## src/rtl/fifo_stream_reader.sv

```systemverilog
// Pops a frame of ROW_LEN*ROW_NUM words from a synchronous FIFO and streams them out
// through a 3-entry buffer with valid/ready handshake and row/frame end markers.
//   state  | meaning
//   S_IDLE | waiting for start
//   S_RUN  | popping FIFO and streaming words
//   S_DONE | one-cycle completion pulse
module fifo_stream_reader #(
   parameter int DATA_WIDTH = 28,
   parameter int ROW_LEN    = 46,
   parameter int ROW_NUM    = 46
) (
   input  logic                  clk,
   input  logic                  rst_n,
   input  logic                  start,
   input  logic                  fifo_empty,
   output logic                  fifo_rd_en,
   input  logic [DATA_WIDTH-1:0] fifo_data,
   output logic                  m_valid,
   input  logic                  m_ready,
   output logic [DATA_WIDTH-1:0] m_data,
   output logic                  m_last_row,
   output logic                  m_last_frame,
   output logic                  busy,
   output logic                  done
);

   localparam int TOTAL = ROW_LEN * ROW_NUM;
   localparam int ISS_W = $clog2(TOTAL + 1);
   localparam int COL_W = (ROW_LEN > 1) ? $clog2(ROW_LEN) : 1;
   localparam int ROW_W = (ROW_NUM > 1) ? $clog2(ROW_NUM) : 1;

   typedef enum logic [1:0] {S_IDLE, S_RUN, S_DONE} state_t;

   state_t                r_state;
   state_t                w_state_nxt;
   logic [ISS_W-1:0]      r_issued;
   logic                  r_pending;
   logic [DATA_WIDTH-1:0] r_buf [0:2];
   logic [1:0]            r_cnt;
   logic [COL_W-1:0]      r_col;
   logic [ROW_W-1:0]      r_row;

   logic                  w_start;
   logic                  w_xfer;
   logic                  w_col_last;
   logic                  w_row_last;
   logic [1:0]            w_wr_idx;

   assign w_start    = (r_state == S_IDLE) && start;
   assign w_xfer     = m_valid && m_ready;
   assign w_col_last = (r_col == COL_W'(ROW_LEN - 1));
   assign w_row_last = (r_row == ROW_W'(ROW_NUM - 1));
   // captured word lands behind whatever survives this cycle's transfer
   assign w_wr_idx   = r_cnt - {1'b0, w_xfer};

   assign fifo_rd_en   = (r_state == S_RUN) && !fifo_empty &&
                         (r_issued < ISS_W'(TOTAL)) &&
                         (({1'b0, r_cnt} + {2'b00, r_pending}) < 3'd3);
   assign m_valid      = (r_cnt != 2'd0);
   assign m_data       = r_buf[0];
   assign m_last_row   = m_valid && w_col_last;
   assign m_last_frame = m_last_row && w_row_last;
   assign busy         = (r_state == S_RUN);
   assign done         = (r_state == S_DONE);

   always_comb begin
      w_state_nxt = r_state;
      case (r_state)
         S_IDLE:  if (start) w_state_nxt = S_RUN;
         S_RUN:   if (w_xfer && m_last_frame) w_state_nxt = S_DONE;
         S_DONE:  w_state_nxt = S_IDLE;
         default: w_state_nxt = S_IDLE;
      endcase
   end

   always_ff @(posedge clk or negedge rst_n) begin
      if (!rst_n) begin
         r_state <= S_IDLE;
      end else begin
         r_state <= w_state_nxt;
      end
   end

   always_ff @(posedge clk or negedge rst_n) begin
      if (!rst_n) begin
         r_issued  <= '0;
         r_pending <= 1'b0;
      end else begin
         r_pending <= fifo_rd_en;
         if (w_start) begin
            r_issued <= '0;
         end else if (fifo_rd_en) begin
            r_issued <= r_issued + 1'b1;
         end
      end
   end

   // pop-gating on cnt+pending guarantees a capture never finds the buffer full
   always_ff @(posedge clk or negedge rst_n) begin
      if (!rst_n) begin
         for (int i = 0; i < 3; i++) r_buf[i] <= '0;
         r_cnt <= 2'd0;
      end else begin
         if (w_xfer) begin
            r_buf[0] <= r_buf[1];
            r_buf[1] <= r_buf[2];
         end
         for (int i = 0; i < 3; i++) begin
            if (r_pending && (w_wr_idx == 2'(i))) r_buf[i] <= fifo_data;
         end
         r_cnt <= r_cnt + {1'b0, r_pending} - {1'b0, w_xfer};
      end
   end

   always_ff @(posedge clk or negedge rst_n) begin
      if (!rst_n) begin
         r_col <= '0;
         r_row <= '0;
      end else if (w_start) begin
         r_col <= '0;
         r_row <= '0;
      end else if (w_xfer) begin
         if (w_col_last) begin
            r_col <= '0;
            r_row <= w_row_last ? '0 : r_row + 1'b1;
         end else begin
            r_col <= r_col + 1'b1;
         end
      end
   end

endmodule

```

## config.mk

```make
export PLATFORM = sky130hd
export DESIGN_NAME = fifo_stream_reader
export DESIGN_NICKNAME = d
export VERILOG_FILES = /design/src/rtl/fifo_stream_reader.sv
export SDC_FILE = /design/constraint.sdc
export NUM_CORES = 1
export LEC_CHECK = 0
export ABC_AREA = 0
export BUFFER_PORTS_ARGS = -buffer_cell sky130_fd_sc_hd__buf_2
export CORE_ASPECT_RATIO = 0.75
export CORE_MARGIN = 2
export CORE_UTILIZATION = 60
export CTS_CLUSTER_DIAMETER = 60
export CTS_CLUSTER_SIZE = 40
export DETAILED_ROUTE_END_ITERATION = 6
export GPL_TIMING_DRIVEN = 0
export PLACE_DENSITY = 0.82
export SYNTH_ARGS = -nofsm -noshare
export SYNTH_HDL_FRONTEND = slang
export SYNTH_SLANG_ARGS = --single-unit
```

## constraint.sdc

```tcl
create_clock -name clk -period 5.4 [get_ports clk]
set_input_delay 1.08 -clock clk [delete_from_list [all_inputs] [get_ports clk]]
set_output_delay 1.08 -clock clk [all_outputs]
set_load 0.05 [all_outputs]
```

After elaboration in Yosys (flattened, before gate mapping). Index checks and enable logic that the tools add are counted.

Add/subtract/negate cells: 7. Reductions and logical operators: 22. Eq/ne operators: 8. Multiplexer cells: 15. Magnitude comparators: 2.

Operator list (count): $mux W28 (2); $mux W56 (1); $mux W6 (7); $mux W12 (2); $add A12 B1 Y12 const B (1); $add A6 B1 Y6 const B (2); $eq A6 B6 Y1 const B (2); $lt A12 B12 Y1 const B (1); $reduce_bool A2 Y1 (6); $logic_and A1 B1 Y1 (11); $eq A2 B1 Y1 const B (2); $eq A2 B2 Y1 const B (2); $logic_not A2 Y1 (2); $mux W2 (2); $pmux W2 S2 (1); $reduce_and A2 Y1 (2); $sub A2 B1 Y2 (2); $add A2 B1 Y3 (1); $lt A3 B2 Y1 const B (1); $add A2 B1 Y2 (1); $ne A2 B1 Y1 const B (1); $ne A2 B2 Y1 const B (1); $logic_not A1 Y1 (1).

Flip-flop bits (word level): 113. Input bits: 33.

Depth between registers and ports, before layout. Gate-level depths: netlist of the first run.

Depth in word-level cells: 6. Depth in mapped cells: 11.

Worst setup path after synthesis of the first run. OpenSTA, ideal clock, no wires.

Path type: input -> output. Start point: input fifo_empty. End point: output fifo_rd_en. Stages on the path: 3. Slack: 1.882 ns. Data required time: 4.320 ns. Data arrival time: 2.438 ns. Path through: a211oi_1 nand2_1 nor2_1.

Longest elaborated chain between the ends: 4.

Ends and longest elaborated chain: from (decl) (RTL line 15) `input logic fifo_empty,`; $logic_not A1 Y1 (RTL line 56) `assign fifo_rd_en = (r_state == S_RUN) && !fifo_empty &&`; $logic_and A1 B1 Y1 (2 in series) (RTL line 56); $logic_and A1 B1 Y1 (RTL line 57) `(r_issued < ISS_W'(TOTAL)) &&`; to (decl) (RTL line 16) `output logic fifo_rd_en,`.

No other way between the ends.

Worst setup path after layout of the first run.
Start point: register r_pending. End point: output fifo_rd_en.

Longest elaborated chain between the ends: 3.

Ends and longest elaborated chain: from (decl) (RTL line 37) `logic r_pending;`; from (signal assigned) (RTL line 89) `r_pending <= fifo_rd_en;`; $add A2 B1 Y3 (RTL line 58) `(({1'b0, r_cnt} + {2'b00, r_pending}) < 3'd3);`; $lt A3 B2 Y1 (RTL line 58); $logic_and A1 B1 Y1 (RTL line 57).

No other way between the ends.

==> out/results.ini, run 1 <==
[run_status]
outcome=completed

[synthesis]
yosysWarnings=0
postSynth.asyncResetShare=1.00
netlist_instances=508
syn_nets=550
dominantRegCellSynth=dfrtp_1
synth.top_cells.by_count=dfrtp_1 (113), nand2_1 (80), o21ai_0 (64), mux2i_1 (62)
synth_enable_flop_cells=0
synth.top_cells.by_area=dfrtp_1 (52%), mux2i_1 (11%), o21ai_0 (5.9%)
synth_top_cell_area_share=0.521
synthesis.area_um2=5430
most_used_standard_cell_by_instance_count_after_synthesis=dfrtp_1
seq_area_frac_synth=0.521
postSynthRegisterBits=113
syn-mean-instance-area_um2=10.7
synth_cell_types=42
post_synthesis_cell_type_with_the_largest_combined_area=dfrtp_1

[die]
floorplan.rows=30
die_height_um=86.4
ioPinCount=67
die_x_um=114
initial_core_utilization=0.607
fp.dieArea_um2=9830
core_um2=8930

[hold_path]
holdCritPathClass=reg -> reg

[finish]
area_growth_pct=19.8
post_route_cells_drive_above_1_share=0.273
final_net_count=636
diodes=0

[run]
cap_violations=0

[detailed_routing]
num_vias=4140
ant_nets=0
detailedRoute.firstPassIterationCount=5
dr.first_iter.drc_count=301
routed_wire_length_mm=12.3
wl_per_cell_um=17.2
detail_route.vias_per_cell=5.77
drc=0

[placed_design]
io_buffer_count=66
finalWeightedCongestion=0.842
place.detailed.hpwl_mm=7.88

[global_route]
largest_net_degree_at_the_start_of_global_routing=74
globalRoute.totalOverflow=0
antenna_found_initial=0
first_global_vias=4035
grt.total_usage=0.263
global_route_wire_length_before_repair_mm=19.9

[pwr]
p_per_area_nw_per_um2=638
ir_drop_uv=366
power_leakage_nw=3.12
design_power_total_w=0.00415

[timing]
hold_viol=0
slew_headroom=0.504
worst-slew-pin-transition_ps=737
max_freq_mhz=257
skew_ps=7.77
grt_setup_unrepaired=false
min_period_over_period=0.720
layout_min_cycle_time_ps=3890
setup-tns-final_ps=0
final-max-slew-violation-count=0
final-setup-viol-count=0

[clock_tree]
cts.sink_count=113
tritoncts.num_buffers=17
cts_hold_buf=0
post_cts_resized=0
htree_levels=4
library_cell_used_as_clock_root_buffer=clkbuf_16
tritoncts=done
cts_buffer_depth=2
post_cts_buffers=0
worst_skew_pair.late_latency_ps=410
clk_pin_slew_worst_paths_ps=50

[critical_path]
crit_arrival_ps=2810
crit_path_max_fanout=9
crit_path_end_kind=output port
critPathRequiredTime_ps=4320
path_class=reg -> out
setup_crit_start_kind=register

==> path summary, 6_finish.rpt <==
kind / start / endpoint / slack, ps / depth (start not counted)
setup reg to reg: r_cnt[1] / r_buf[38] / 1870 / 11
max in group asynchronous: rst_n / r_buf[50] / 4020 / 2
min in group asynchronous: rst_n / r_issued[1] / 660 / 1
setup / recovery: r_pending / fifo_rd_en / 1510 / 6
hold / removal: r_col[3] / r_col[3] / 480 / 1
hold reg to reg: r_col[3] / r_col[3] / 480 / 1
==> power breakdown <==
part	total [W]	switching [W]	internal [W]
Clock	0.00108	0.000368	0.000709
Combinational	0.00162	0.000993	0.000627
Sequential	0.00145	0.000231	0.00122
Total	0.00415	0.00159	0.00255
==> per-layer routing <==
metal	global-route usage	share of wire	vias to the layer above
li1	-	-	1938
met1	0.351	0.45	2044
met2	0.416	0.48	134
met3	0.0783	0.057	24
met4	0.0953	0.019	0
met5	0	0	-
==> critical path: stages (launching register included) <==
cell	delay, ps
dfrtp_1	430
ha_1	220
ha_1	270
a211oi_1	440
nand2_1	310
nor2_1	400
buf_2	340
==> registers in the layout (all words and copies together) (netlist names) <==
register   cells
m_data        28
r_buf         56
r_cnt          2
r_col          6
r_issued      12
r_pending      1
r_row          6
r_state        2
==> cell families after synthesis <==
family,after synthesis,share of synthesized area
AND/OR/NAND/NOR,141,0.123
flip-flops,113,0.521
AO/OA/AOI/OAI,92,0.0955
multiplexers,90,0.173
buffers and inverters,61,0.0641
adder cells (fa/ha/maj),9,0.0208
XOR/XNOR,2,0.00323
==> final cells by class <==
cell class,instances,area [µm²]
Clock buffer,25,526
Clock inverter,5,50.0
Fill cell,624,2430
Inverter,6,22.5
Buffer,55,325
Timing Repair Buffer,67,360
Sequential cell,113,2830
Multi-Input combinational cell,334,2250
Tap cell,112,140
==> metrics by stage <==
stage | hold WS, ps | cells | instance area, µm² | worst slack [ps] | util
2_1_floorplan | 444 | 508 | 5430 | 1880 | -
3_3_place_gp | 466 | 686 | 5900 | 1470 | 0.660
3_5_place_dp | 467 | 687 | 5930 | 1390 | 0.663
4_1_cts | 473 | 717 | 6500 | 1550 | 0.728
5_1_grt | 497 | 717 | 6500 | 1330 | 0.728
6_report | 478 | 717 | 6500 | 1510 | 0.728
==> placed cells by master (no fill, tap or decap), types with 2 or more instances in the layout <==
cell type / Yosys / final
clkbuf_8: 0 / 7
or4_1: 7 / 7
ha_1: 9 / 9
dfrtp_1: 113 / 113
buf_4: 28 / 29
and3_1: 4 / 4
or2_2: 3 / 3
clkbuf_1: 20 / 21
clkbuf_16: 0 / 17
xnor2_1: 2 / 2
nand2_1: 80 / 80
nand3_1: 9 / 9
a21oi_1: 11 / 11
nand4_1: 5 / 5
buf_2: 5 / 70
inv_1: 5 / 5
o21ai_0: 64 / 64
nor2b_1: 2 / 2
clkinv_2: 0 / 4
nor2_1: 12 / 12
and2_1: 5 / 5
nor3_1: 4 / 4
a311oi_1: 4 / 4
o31ai_1: 3 / 3
or3_1: 5 / 5
mux2_2: 28 / 28
mux2i_1: 62 / 62
Note: power is estimated with default switching activity, not from simulation.
==> run 2: changes to the inputs <==
Settings changed: ABC_AREA 0 to 1, CORE_UTILIZATION 60 to 59, PLACE_DENSITY 0.82 to 0.8.
Clock period 5.4 ns to 4 ns, I/O delays scaled along.
==> out/results.ini, run 2 <==
[run_status]
outcome=completed  ; unchanged

[clock_tree]
post_cts_resized=0  ; unchanged
htree_levels=4  ; unchanged
tritoncts.num_buffers=17  ; unchanged
cts_buffer_depth=2  ; unchanged
worst_skew_pair.late_latency_ps=410  ; about the same
clk_pin_slew_worst_paths_ps=50  ; about the same
library_cell_used_as_clock_root_buffer=clkbuf_16  ; unchanged
tritoncts=done  ; unchanged
cts_hold_buf=0  ; unchanged
post_cts_buffers=0  ; unchanged
cts.sink_count=113  ; unchanged

[finish]
fillers=776  ; was 624
final_net_count=805  ; was 636
post-route-util=0.718  ; was 0.728
regMostFlops=r_buf  ; unchanged
largest_reg_flops=56  ; unchanged
area_growth_pct=18.7  ; was 19.8%
post_route_cells_drive_above_1_share=0.250  ; was 0.273
area.sequential_um2=2830  ; unchanged
layout.cells.most_common=nand2_1  ; was dfrtp_1
layout_cells_excl_fill=908  ; was 717
most-common-layout-cells=nand2_1 (127), dfrtp_1 (113), nand3_1 (83)  ; was dfrtp_1 (113), nand2_1 (80), buf_2 (70)
multi_input_comb_area_um2=2300  ; was 2250 µm²
diodes=0  ; unchanged

[global_route]
global_route_wire_length_before_repair_mm=23.6  ; was 19.9 mm
first_global_vias=4968  ; was 4035
antenna_found_initial=0  ; unchanged
globalRoute.totalOverflow=0  ; unchanged
largest_net_degree_at_the_start_of_global_routing=59  ; was 74
grt.total_usage=0.278  ; was 0.263

[timing]
final-max-slew-violation-count=0  ; unchanged
layout_min_cycle_time_ps=2910
worst-slew-pin-transition_ps=752  ; was 737 ps
hold_viol=0  ; unchanged
grt_setup_unrepaired=false  ; unchanged
slew_headroom=0.499  ; was 0.504
setup-tns-final_ps=0  ; unchanged
whs_ps=460  ; was 478 ps
final-setup-viol-count=0  ; unchanged
skew_ps=6.55  ; was 7.77 ps
max_freq_mhz=343
min_period_over_period=0.728

[pwr]
power_leakage_nw=3.49  ; was 3.12 nW
ir_drop_uv=601  ; was 366 µV
share_comb_of_total_power=0.437  ; was 0.391
switching_power_w=0.00251  ; was 0.00159 W
power.share.clock=0.238  ; was 0.260
share_of_total_power_in_sequential_cells=0.325  ; was 0.350
p_per_area_nw_per_um2=871  ; was 638 nW/µm²
internal_power_w=0.00351  ; was 0.00255 W
netSwitchingFraction=0.417  ; was 0.384

[synthesis]
dominantRegCellSynth=dfrtp_1  ; unchanged
most_used_standard_cell_by_instance_count_after_synthesis=nand2_1  ; was dfrtp_1
netlist_instances=677  ; was 508
yosysWarnings=0  ; unchanged
postSynthRegisterBits=113  ; unchanged
synth.top_cells.by_count=nand2_1 (127), dfrtp_1 (113), nand3_1 (83), nor2_1 (57)  ; was dfrtp_1 (113), nand2_1 (80), o21ai_0 (64), mux2i_1 (62)
synth_enable_flop_cells=0  ; unchanged
synth.top_cells.by_area=dfrtp_1 (49%), nand2_1 (8.2%), nand3_1 (7.1%)  ; was dfrtp_1 (52%), mux2i_1 (11%), o21ai_0 (5.9%)
seq_area_frac_synth=0.486  ; was 0.521
syn_nets=719  ; was 550
syn-mean-instance-area_um2=8.60  ; was 10.7 µm²
synth_cell_types=35  ; was 42
synthesis.area_um2=5820  ; was 5430 µm²
postSynth.asyncResetShare=1.00  ; unchanged
post_synthesis_cell_type_with_the_largest_combined_area=dfrtp_1  ; unchanged
synth_top_cell_area_share=0.486  ; was 0.521

[critical_path]
critPathBufInv=2  ; was 1
gate_family_responsible_for_the_most_delay_along_the_worst_path=flip-flops  ; was simple AND/OR/NAND/NOR gates
worst-path-stages=8  ; was 6
crit_slowest_cell=dfrtp_1  ; was a211oi_1
worst_path_largest_cell_delay_ps=450  ; was 440 ps
crit_path_max_fanout=5  ; was 9
path_class=reg -> out  ; unchanged
setup_crit_start_kind=register  ; unchanged
crit_path_end_kind=output port  ; unchanged
critPathRequiredTime_ps=3200  ; was 4320 ps
ff2ff_path_depth=13  ; was 11
crit_chain=ha_1 > ha_1 > nor2_1 > nand2_1 > a21oi_2 > nand2_1 > inv_1 > buf_2  ; was ha_1 > ha_1 > a211oi_1 > nand2_1 > nor2_1 > buf_2
crit_arrival_ps=2110  ; was 2810 ps

[die]
fp.dieArea_um2=10700  ; was 9830 µm²
initial_core_utilization=0.605  ; was 0.607
floorplan.rows=31  ; was 30
die_height_um=90.0  ; was 86.4 µm
ioPinCount=67  ; unchanged
die_x_um=119  ; was 114 µm
core_um2=9620  ; was 8930 µm²

[placed_design]
dp_cells=876  ; was 687
io_buffer_count=66  ; unchanged
finalWeightedCongestion=0.859  ; was 0.842
place.detailed.hpwl_mm=9.28  ; was 7.88 mm

[detailed_routing]
num_vias=5012  ; was 4140
wl_per_cell_um=15.5  ; was 17.2 µm
detailedRoute.firstPassIterationCount=5  ; unchanged
dr.first_iter.drc_count=429  ; was 301
routed_wire_length_mm=14.1  ; was 12.3 mm
detail_route.vias_per_cell=5.52  ; was 5.77
drc=0  ; unchanged
ant_nets=0  ; unchanged

[run]
cap_violations=0  ; unchanged

[hold_path]
holdCritPathClass=in -> async  ; was reg -> reg

-- run 2: cell types whose count changed after synthesis, sizes merged, moves of 27 or more --
| cell | change |
|---|---|
| nand3 | +76 |
| mux2 | -28 |
| o211ai | +27 |
| mux2i | -62 |
| inv | +56 |
| nand2 | +52 |
| nor2 | +48 |
-- run 2: cell families after synthesis --
logic type	count (synthesis)	synth area share
AOI/OAI and AO/OA	129	0.142
xor gates and xnor gates	4	0.00731
adders and majority gates	9	0.0193
buffers and inverters	127	0.120
DFF	113	0.486
and+or+nand+nor	295	0.226
-- run 2: worst reg2reg max path: stages, from the launching register on --
cell	delay, ps
dfrtp_1	460
nor2_2	220
inv_4	80
nand2_8	100
inv_2	50
buf_2	190
ha_1	310
inv_1	130
nor3_2	60
inv_2	80
buf_2	210
buf_2	250
o21ai_0	140
a21oi_1	160
-- run 2: final cells by class --
| cell class | count | area share |
|---|---|---|
| Inverter | 62 | 0.0340 |
| Clock buffer | 27 | 0.0742 |
| Sequential cell | 113 | 0.409 |
| Buffer | 65 | 0.0668 |
| Tap cell | 132 | 0.0239 |
| Timing Repair Buffer | 67 | 0.0522 |
| Clock inverter | 5 | 0.00724 |
| Multi-Input combinational cell | 437 | 0.332 |
-- run 2: worst paths after layout --
path	slack (ps)	startpoint	to
max in group asynchronous	2800	rst_n	m_data[23]
setup / recovery	1090	r_pending	fifo_rd_en
hold reg to reg	490	r_buf[13]	r_buf[13]
setup reg to reg	1490	r_cnt[1]	m_data[11]
hold / removal	460	rst_n	r_row[3]
min in group clk	490	r_buf[13]	r_buf[13]
-- run 2: metal layers --
metal,track usage,wire [µm],up-vias,share of wire
met4,0.0764,250,0,0.018
met3,0.0742,867,31,0.062
met5,0,0,-,0
li1,-,-,2388,-
met1,0.368,6160,2417,0.44
met2,0.455,6780,176,0.48
-- run 2: power groups by stage --
stage	Clock [W]	Combinational, W	Sequential [W]
floorplan	0	0.00207	0.00187
global route	0.00150	0.00288	0.00200
detailed placement	0	0.00260	0.00195
finish	0.00143	0.00263	0.00195
CTS	0.00144	0.00263	0.00194
global placement	0	0.00250	0.00192
-- run 2: through the flow --
stage	cell area [µm²]	power (W)	setup WS (ps)
floorplan	5820	0.00394	1240
global placement	6320	0.00442	796
detailed placement	6350	0.00455	1290
CTS	6910	0.00602	1090
global route	6910	0.00639	968
finish	6910	0.00602	1090
==> run 3: changes to the inputs <==
Settings changed: CORE_UTILIZATION 59 to 53, PLACE_DENSITY 0.8 to 0.76.
Clock period 4 ns to 2.48 ns, I/O delays scaled along.
==> out/results.ini, run 3 (synthesis results as in run 2) <==
[run_status]
outcome=completed  ; unchanged

[critical_path]
critPathRequiredTime_ps=1980  ; was 3200 ps
setup_crit_start_kind=register  ; unchanged
path_class=reg -> out  ; unchanged
crit_path_max_fanout=3  ; was 5
crit_arrival_ps=1840  ; was 2110 ps
crit_path_end_kind=output port  ; unchanged
ff2ff_path_depth=12  ; was 13

[clock_tree]
worst_skew_pair.late_latency_ps=400  ; was 410 ps
htree_levels=4  ; unchanged
library_cell_used_as_clock_root_buffer=clkbuf_16  ; unchanged
cts_hold_buf=0  ; unchanged
tritoncts=done  ; unchanged
cts.sink_count=113  ; unchanged
cts_buffer_depth=2  ; unchanged
tritoncts.num_buffers=17  ; unchanged
clk_pin_slew_worst_paths_ps=50  ; about the same

[timing]
hold_viol=0  ; unchanged
setup-tns-final_ps=0  ; unchanged
min_period_over_period=0.942
max_freq_mhz=428
layout_min_cycle_time_ps=2340
skew_ps=7.14  ; was 6.55 ps
worst-slew-pin-transition_ps=574  ; was 752 ps
grt_setup_unrepaired=false  ; unchanged
final-setup-viol-count=0  ; unchanged
slew_headroom=0.617  ; was 0.499
final-max-slew-violation-count=0  ; unchanged

[detailed_routing]
dr.first_iter.drc_count=416  ; was 429
routed_wire_length_mm=13.7  ; was 14.1 mm
drc=0  ; unchanged
ant_nets=0  ; unchanged
num_vias=4971  ; was 5012
detail_route.vias_per_cell=5.40  ; was 5.52
detailedRoute.firstPassIterationCount=6  ; was 5
wl_per_cell_um=14.9  ; was 15.5 µm

[finish]
regMostFlops=r_buf  ; unchanged
final_net_count=810  ; was 805
area_growth_pct=21.2  ; was 18.7%
layout.cells.most_common=nand2_1  ; unchanged
post_route_cells_drive_above_1_share=0.269  ; was 0.250
most-common-layout-cells=nand2_1 (126), dfrtp_1 (111), nand3_1 (83)  ; was nand2_1 (127), dfrtp_1 (113), nand3_1 (83)
largest_reg_flops=56  ; unchanged
diodes=0  ; unchanged

[placed_design]
io_buffer_count=66  ; unchanged
place.detailed.hpwl_mm=9.41  ; was 9.28 mm
finalWeightedCongestion=0.815  ; was 0.859

[global_route]
first_global_vias=4798  ; was 4968
global_route_wire_length_before_repair_mm=23.1  ; was 23.6 mm
grt.total_usage=0.243  ; was 0.278
largest_net_degree_at_the_start_of_global_routing=71  ; was 59
antenna_found_initial=0  ; unchanged
globalRoute.totalOverflow=0  ; unchanged

[hold_path]
holdCritPathClass=in -> async  ; unchanged

[pwr]
design_power_total_w=0.0100  ; was 0.00602 W
ir_drop_uv=759  ; was 601 µV
p_per_area_nw_per_um2=1420  ; was 871 nW/µm²
power_leakage_nw=3.53  ; was 3.49 nW

[die]
floorplan.rows=33  ; was 31
core_um2=10800  ; was 9620 µm²
die_x_um=125  ; was 119 µm
initial_core_utilization=0.538  ; was 0.605
fp.dieArea_um2=11800  ; was 10700 µm²
die_height_um=94.8  ; was 90.0 µm
ioPinCount=67  ; unchanged

[run]
cap_violations=0  ; unchanged

## run 3: cell count changes in the layout (fill, tap and decap cells not counted), sizes merged
cell	delta
clkinv	+1
buf	+1
bufinv	+3
clkbuf	-5
inv	+1
clkinvlp	+4
## run 3: timing repair
item,CTS,global route
buffers inserted,0,6
resized for setup,5,10
endpoints found under the setup margin,4,42
pin swaps,0,3
gates cloned,0,0
## run 3: area by class of cell
| cell class | instances | area [µm²] |
|---|---|---|
| Tap cell | 140 | 175 |
| Clock buffer | 18 | 439 |
| Clock inverter | 14 | 188 |
| Timing Repair Buffer | 73 | 418 |
| Sequential cell | 113 | 2830 |
| Fill cell | 884 | 3760 |
| Inverter | 62 | 235 |
| Buffer | 64 | 465 |
| Multi-Input combinational cell | 437 | 2310 |
## run 3: critical path, cell delays in order (launching register included)
cell and delay [ps]:
dfrtp_1 420, ha_2 190, ha_1 290, a21oi_2 190
nand2_2 100, inv_2 90, buf_8 140
## run 3: power breakdown
group / switching [W] / internal, W / leakage [nW]
clock: 0.000869 / 0.00170 / 0.298
sequential: 0.000499 / 0.00264 / 1.42
combinational: 0.00274 / 0.00160 / 1.81
## run 3: path summary, 6_finish.rpt
path | startpoint | endpoint | slack (ps)
hold / removal | rst_n | r_row[3] | 80
hold reg to reg | r_buf[10] | r_buf[10] | 490
min in group clk | fifo_data[23] | m_data[23] | 350
setup / recovery | r_cnt[0] | fifo_rd_en | 140
max in group asynchronous | rst_n | r_buf[25] | 1640
setup reg to reg | r_cnt[1] | m_data[23] | 210
## run 3: routing by layer
metal,GRT usage,routed length (µm)
met1,0.334,6300
met2,0.394,6590
met3,0.0578,702
met4,0.0583,93
met5,0,0
## run 3: stage by stage
step	hold slack (ps)	cells	area, µm²	setup slack, ps	util
6_report	84.8	921	7060	143	0.652
2_1_floorplan	200	677	5820	27.6	-
3_3_place_gp	467	883	6330	-421	0.585
4_1_cts	110	916	7000	0.0622	0.647
5_1_grt	130	921	7060	13.8	0.652
3_5_place_dp	476	884	6360	16.8	0.588
